### config.mk
export PLATFORM = sky130hd
export DESIGN_NAME = irq_ctrl
export DESIGN_NICKNAME = d
export VERILOG_FILES = /design/src/rtl/irq_ctrl.sv
export SDC_FILE = /design/constraint.sdc
export NUM_CORES = 1
export LEC_CHECK = 0
export ABC_AREA = 1
export ABC_CLOCK_PERIOD_IN_PS = 4000
export BUFFER_PORTS_ARGS = -buffer_cell sky130_fd_sc_hd__buf_2
export CORE_AREA = 2 2 134 136
export DETAILED_ROUTE_END_ITERATION = 10
export DIE_AREA = 0 0 136 138
export PLACE_DENSITY = 0.5
export SKIP_CTS_REPAIR_TIMING = 1
export SYNTH_ARGS = -nofsm -noshare
export SYNTH_HDL_FRONTEND = slang
export SYNTH_SLANG_ARGS = --single-unit
### constraint.sdc
create_clock -name Clk -period 4 [get_ports Clk]
set_input_delay 0.2 -clock Clk [delete_from_list [all_inputs] [get_ports Clk]]
set_output_delay 0.2 -clock Clk [all_outputs]
set_load 0.02 [all_outputs]
### src/rtl/irq_ctrl.sv
// irq_ctrl: external interrupt controller. Synchronises asynchronous lines,
// latches rising edges as pending, masks them with a per-line enable and
// hands one prioritised request at a time to the core via ack/iret.
module irq_ctrl #(
    parameter int N_IRQ = 31,
    parameter int ID_W  = 5
) (
    input  logic             Clk,
    input  logic             Rst,
    input  logic [N_IRQ-1:0] i_ext,
    input  logic             i_en_wr,
    input  logic [N_IRQ-1:0] i_en_data,
    output logic [N_IRQ-1:0] o_en,
    output logic [N_IRQ-1:0] o_pending,
    output logic             o_irq,
    output logic [ID_W-1:0]  o_irq_id,
    input  logic             i_irq_ack,
    input  logic             i_iret
);

    typedef enum logic [1:0] {IDLE, REQ, SERVICE} state_t;

    state_t           state;
    logic [N_IRQ-1:0] sync1, sync2, hist;
    logic [N_IRQ-1:0] rise;
    logic [N_IRQ-1:0] eligible;
    logic [N_IRQ-1:0] clr_mask;
    logic             ack_ok;
    logic             any_req;
    logic [ID_W-1:0]  win_id;

    // Edge condition lasts one cycle: synchronised high, history still low.
    assign rise     = sync2 & ~hist;
    assign eligible = o_pending & o_en;
    assign any_req  = |eligible;
    // An ack only counts while a request is outstanding.
    assign ack_ok   = (state == REQ) && i_irq_ack;

    // One-hot clear for the line being accepted.
    always_comb begin
        clr_mask = '0;
        if (ack_ok) clr_mask[o_irq_id] = 1'b1;
    end

    // Lowest index wins: scan downward so the last hit is the smallest.
    always_comb begin
        win_id = '0;
        for (int i = N_IRQ - 1; i >= 0; i--) begin
            if (eligible[i]) win_id = ID_W'(i);
        end
    end

    // Two-flop synchroniser plus history flop; history resets low so a line
    // held high through reset release is seen as one edge.
    always_ff @(posedge Clk) begin
        if (!Rst) begin
            sync1 <= '0;
            sync2 <= '0;
            hist  <= '0;
        end else begin
            sync1 <= i_ext;
            sync2 <= sync1;
            hist  <= sync2;
        end
    end

    // Pending set by edges (regardless of mask), cleared by accepted ack;
    // the OR after the clear lets a same-cycle edge win.
    always_ff @(posedge Clk) begin
        if (!Rst) o_pending <= '0;
        else      o_pending <= (o_pending & ~clr_mask) | rise;
    end

    // Enable mask register, all lines enabled out of reset.
    always_ff @(posedge Clk) begin
        if (!Rst)         o_en <= '1;
        else if (i_en_wr) o_en <= i_en_data;
    end

    // Request FSM with registered request/ID; no preemption or withdrawal in REQ.
    always_ff @(posedge Clk) begin
        if (!Rst) begin
            state    <= IDLE;
            o_irq    <= 1'b0;
            o_irq_id <= '0;
        end else begin
            case (state)
                IDLE: begin
                    if (any_req) begin
                        o_irq_id <= win_id;
                        o_irq    <= 1'b1;
                        state    <= REQ;
                    end
                end
                REQ: begin
                    if (i_irq_ack) begin
                        o_irq <= 1'b0;
                        state <= SERVICE;
                    end
                end
                SERVICE: begin
                    if (i_iret) state <= IDLE;
                end
                default: begin
                    state <= IDLE;
                    o_irq <= 1'b0;
                end
            endcase
        end
    end

endmodule

; Yosys cells after proc, flatten, opt, wreduce, memory -nomap -nowiden
; Index checks and enable logic that the tools add are counted.
[totals]
inputBits = 67
regBits = 163
elab_cells = 70
[op_classes]
bitwise_logic = 7
mux = 41
magnitude_cmp = 2
n_eq_ne = 5
n_reduce_logical = 7
[ops]
columns = operator, n
row1 = two-way mux 5 bit, 31
row2 = AND 31 bit, 3
row3 = NOT 31 bit, 2
row4 = two-way mux 31 bit, 1
row5 = OR 31 bit, 1
row6 = OR reduction 31 bit, 1
row7 = < comparator 5 x 6 -> 1 bit (second input constant), 1
row8 = two-way mux 2 bit, 3
row9 = != test 2 bit (second input constant), 3
row10 = one-hot mux 2 bit (3 select lines), 1
row11 = AND reduction 3 bit, 2
row12 = demux 1 bit (select 5 bit), 1
row13 = >= comparator 5 x 1 -> 1 bit (second input constant), 1
row14 = two-way mux 1 bit, 3
row15 = one-hot mux 1 bit (3 select lines), 1
row16 = equality test 2 x 1 -> 1 bit (second input constant), 1
row17 = equality test 2 bit (second input constant), 1
row18 = logical AND 1 bit, 2
row19 = zero test 2 bit, 1
row20 = AND reduction 2 bit, 1
row21 = NOT 1 bit, 1

; Longest topological paths before layout
[depth]
ltp_word = 32
depth_mapped = 32

; Worst setup path before layout
; No wires, ideal clock.
[synth_timing]
path_kind = register to register
start = register o_en[29]
end = register o_irq_id[0]
arrival_time_ns = 1.922
n_path_buf = 0
period_less_slack_ns = 1.988
t_required_ns = 3.934
stages_incl_launch_ff = 33
setup_ns = 0.066
setup_slack_ns = 2.012
path_cell_list = dfxtp_1 nand2_2 inv_2 nand2_1 nand2_1 nand2_1 nand2_1 nand2_1 nand2_1 nand2_1 nand2_1 nand2_1 nand2_1 nand2_1 nand2_1 nand2_1 nand2_1 nand2_1 nand2_1 nand2_1 nand2_1 nand2_1 nand2_1 nand2_1 nand2_1 nand2_1 nand2_1 nand2_1 nand2_1 nand2_1 nand2_1 nand2_1 a21oi_2
[synth_via]
elab_chain_len = 31
word_cells_on_any_way = 33
cone_classes = mux: 30 / bitwise: 1 / reduce/logical: 2
[synth_rtl]
columns = item, line_no
row1 = "start, declared", 13  ; output logic [N_IRQ-1:0] o_en,
row2 = "start signal, assigned", 77  ; else if (i_en_wr) o_en <= i_en_data;
row3 = AND 31 bit (*), 34  ; assign eligible = o_pending & o_en;
row4 = two-way mux 5 bit (30 in series), 49  ; if (eligible[i]) win_id = ID_W'(i);
row5 = "end signal, assigned", 90  ; o_irq_id <= win_id;
row6 = "end, declared", 16  ; output logic [ID_W-1:0] o_irq_id,
; Mark *: on every way between the ends. The rest lies on a longest branch, timed or not.
; A chain may end at the register's enable or synchronous reset.

; Worst setup path in the final report
[layout_timing]
start = register o_en[28]
end = register o_irq_id[0]
[layout_via]
elab_chain_len = 30
word_cells_on_any_way = 32
cone_classes = mux: 29 / bitwise: 1 / reduce/logical: 2
[layout_rtl]
columns = item, line_no
row1 = AND 31 bit (*), 34
row2 = two-way mux 5 bit (29 in series), 49
; Marks and branches as above.

==> results.md <==
- The first global-routing pass estimated 22000 um of wire.
- The worst hold path terminates at sync1[15].
- The maximum root-to-sink buffer count is 2.
- The number of antenna diodes in the final layout is 0.
- The data arrival time of the worst path is 2.33 ns.
- The remaining routing DRC violations is 0.
- The type of the setup path with the least slack is flip-flop to flip-flop.
- In the synthesized netlist the async set-or-reset flop fraction comes to 0%.
- Based on the critical path, the design can be clocked at up to 490 MHz.
- Counting flops and latches in the post-synthesis netlist gives 163.
- The flip-flop and latch area is 3260 um^2.
- For this design the top-level I/O count stands at 135.
- The worst setup path is captured at a flip-flop.
- The cell type with the highest aggregate area in the netlist is sky130_fd_sc_hd__dfxtp_1.
- The checks that failed: hold timing.
- The final RePlAce weighted congestion is 0.785.
- Along the worst path, the maximum fanout reaches 3.
- The largest individual stage delay along the critical path comes from the cell sky130_fd_sc_hd__dfxtp_1.
- Fill cells in the final layout number 1859.
- From bottom edge to top edge, the die measures 138 um.
- The worst setup slack for register-to-register paths is 1.96 ns.
- The master cell of the clock root buffer is sky130_fd_sc_hd__clkbuf_16.
- The area of placed instances is 6360 um^2.
- The number of antenna-violating nets in the routed design is 0.
- The first TritonRoute pass finished after 4 iterations.
- The required arrival time at the worst endpoint is 4.29 ns.
- Counting every sink on the clock net gives 163.
- The number of H-tree levels is 4.
- The worst register-to-register path begins at o_en[28].
- The clock reaches the later pin of the worst-skew pair after 0.42 ns.
- The post-layout minimum cycle time is 2.04 ns.
- The number of global-route vias before repair came to 4312.
- The number of nets handed over by synthesis was 753.
- In this run the most critical hold path is launched from i_ext[15].
- Setup repair after global routing left no endpoint under its margin.
- The horizontal die dimension is 136 um.
- The via-per-instance ratio is 4.16.
- TritonCTS built the clock tree.
- The synthesis warning total is 0.
- The share of the synthesized area in the top cell type is 59.6%.
- In the final routed layout, each cell accounts on average for 12.6 um.
- The number of antenna violations at the first check in global routing was 0.
- The power density over the cells is 528 nW/um^2.
- The number of hold violations in the final report is 9.
- Of the synthesized area, sequential elements account for 59.6%.
- The full die area is 18800 um^2.
- The tool flagged a number of max-cap violations equal to 0.
- After routing, the total negative slack on setup checks comes to 0 ns.
- The final global-route overflow total is 0.
- Clock-pin slew was measured on the worst setup and hold paths at 0.06 ns.
- The total routing usage reported by global routing is 15.1%.
- The count of pins over their slew limit was 0.
- For this block, the initial DRC count from the detailed router was 272.
- The part of the cycle the worst path needs is 51.1%.
- Summed over all cells, the static leakage comes to 4.02 nW.
- In this run the standard cell core region covers 17500 um^2.
- The relative max-transition margin is 33.4%.
- The worst-case clock skew is 0.00492 ns.
- The endpoint identified for the worst register-to-register timing path is o_irq_id[0].
- The cell seen most often among critical-path stages is sky130_fd_sc_hd__nand2_1.
- The average footprint of a synthesized cell is 7.99 um^2.
- The flow ran to the end, but the final reports show violations.
- At the end of the flow the core is filled with cells to 41.9%.
- The floorplan has 49 rows.
- In this run, synthesis inferred 0 flip-flops with an integrated enable.
- For the pin with the worst max-slew slack, the measured transition is 0.998 ns.
- Setup slack on the critical path of the routed design comes to 1.96 ns.
- The most common cell in the netlist is sky130_fd_sc_hd__nand2_1.
- Ranked by instance count, the synthesized netlist is headed by sky130_fd_sc_hd__nand2_1 (232), sky130_fd_sc_hd__dfxtp_1 (163), sky130_fd_sc_hd__inv_1 (105).
- Summing all non-filler instances in the final layout gives an area of 7340 um^2.
- The number of CTS-inserted buffers is 17.
- The worst-case reg-to-reg path depth is 31.
- The worst slack after detailed placement is 1.94 ns.
- Compared with the post-synthesis result, the final layout area differs by 34.0%.
- The cell count after synthesis is 686.
- The starting density of the core is 31.2%.
- The tightest min-delay check is of the primary input to flip-flop type.
- On the worst path, the slowest cell contributes a delay of 0.37 ns.
- Along the worst hold path, the cell count comes to 3.
- Counting distinct cell types in the post-synthesis netlist gives 20.
- The predominant post-synthesis flop cell is sky130_fd_sc_hd__dfxtp_1.
- Across the VDD grid, the largest voltage drop is 306 uV.
- The total detailed-routing wirelength is 13900 um.
- Hold timing on the final database bottoms out at a slack of -0.0360 ns.
- The number of setup violations in the final report is 0.
- The wire-length estimate of the detail-placed layout is 9920 um.
- The most critical setup path has its startpoint at o_en[28].
- The maximum number of pins on one net before global-route repair is 46.
- The share of cells above drive strength 1 is 20.9%.
- The type of origin of the critical path is a flip-flop.
- The total via count in the routed design is 4559.
- The quantity of I/O buffers inserted on ports is 134.
- The number of nets in the layout is 924.
- The mapped netlist covers 5480 um^2.
- Summing all multi-input logic gate instances after layout gives 1710 um^2.
- After synthesis, the cell types taking the most area are sky130_fd_sc_hd__dfxtp_1 (60%), sky130_fd_sc_hd__nand2_1 (16%), sky130_fd_sc_hd__inv_1 (7.2%), sky130_fd_sc_hd__nand3_1 (4.0%), sky130_fd_sc_hd__o22ai_1 (3.5%).
## power breakdown
group	switching [mW]	internal (mW)	leakage [nW]
clock network	0.626	1.01	0.281
logic	0.290	0.173	2.40
registers	0.0671	1.72	1.34
total	0.983	2.90	4.02
## kinds of logic (layout without fill, tap and decap cells)
group / after synthesis / count (layout) / synth area share, %
compound gates: 80 / 80 / 8.29
buf+inv: 132 / 314 / 9.18
flops: 163 / 163 / 59.6
simple gates: 311 / 311 / 23.0
## sequential cells by signal, summed over array words and instances, names as in the netlist
name and flops:
hist 31, o_en 31, o_irq 1, o_irq_id 5, o_pending 31, state 2
sync1 31, sync2 31
## how the worst max path moves through the flow
stage                             end  slack (ns)  depth (start not counted)
after CTS                 o_irq_id[0]        1.93                         31
after floorplan           o_irq_id[0]        2.01                         32
final                     o_irq_id[0]        1.96                         31
after global placement    o_irq_id[0]        1.96                         31
after detailed placement  o_irq_id[0]        1.94                         31
after global routing      o_irq_id[0]        1.61                         31
## layout make-up
| type | count | share of cell area (%) |
|---|---|---|
| Sequential cell | 163 | 44.4 |
| Multi-Input combinational cell | 391 | 23.3 |
| Timing Repair Buffer | 175 | 14.7 |
| Clock buffer | 21 | 6.27 |
| Inverter | 109 | 5.57 |
| Tap cell | 229 | 3.90 |
| Clock inverter | 9 | 1.79 |
## metrics by stage
step,hold slack [ns],total power [mW],std cells
final,-0.0360,3.88,1097
after global routing,-0.00207,4.06,1097
after CTS,-0.0647,3.90,1058
after detailed placement,0.385,2.26,1028
after global placement,0.385,2.26,1028
after floorplan,0.298,2.09,686
## worst max-delay path, delay by kind of cell (launching register included)
| family | cells | cell delay [ns] |
|---|---|---|
| AO/OA/AOI/OAI | 1 | 0.05 |
| flip-flops | 1 | 0.37 |
| AND/OR/NAND/NOR | 30 | 1.45 |
## cells in the final DEF, fill, tap and decap left out, types with 3 or more instances in the layout
cell type,netlist,layout
sky130_fd_sc_hd__inv_2,4,4
sky130_fd_sc_hd__nor2_1,20,20
sky130_fd_sc_hd__o22ai_1,31,31
sky130_fd_sc_hd__buf_4,0,3
sky130_fd_sc_hd__dlygate4sd3_1,0,39
sky130_fd_sc_hd__dfxtp_1,163,163
sky130_fd_sc_hd__buf_2,0,133
sky130_fd_sc_hd__bufinv_16,0,3
sky130_fd_sc_hd__inv_1,105,105
sky130_fd_sc_hd__clkinvlp_4,0,3
sky130_fd_sc_hd__nand3_1,44,44
sky130_fd_sc_hd__nand2_2,12,12
sky130_fd_sc_hd__a21oi_1,8,8
sky130_fd_sc_hd__o21ai_0,35,35
sky130_fd_sc_hd__clkbuf_16,0,17
sky130_fd_sc_hd__nand2_1,232,232
## layer usage
layer,vias up,routed length [um],track usage (%),share of wire [%]
met5,-,0,0,0
met4,0,301,7.02,2.2
met3,20,673,3.30,4.9
met2,103,6210,24.0,45
met1,1981,6680,19.5,48
li1,2455,-,-,-
Power figures use the tool's default switching activity.
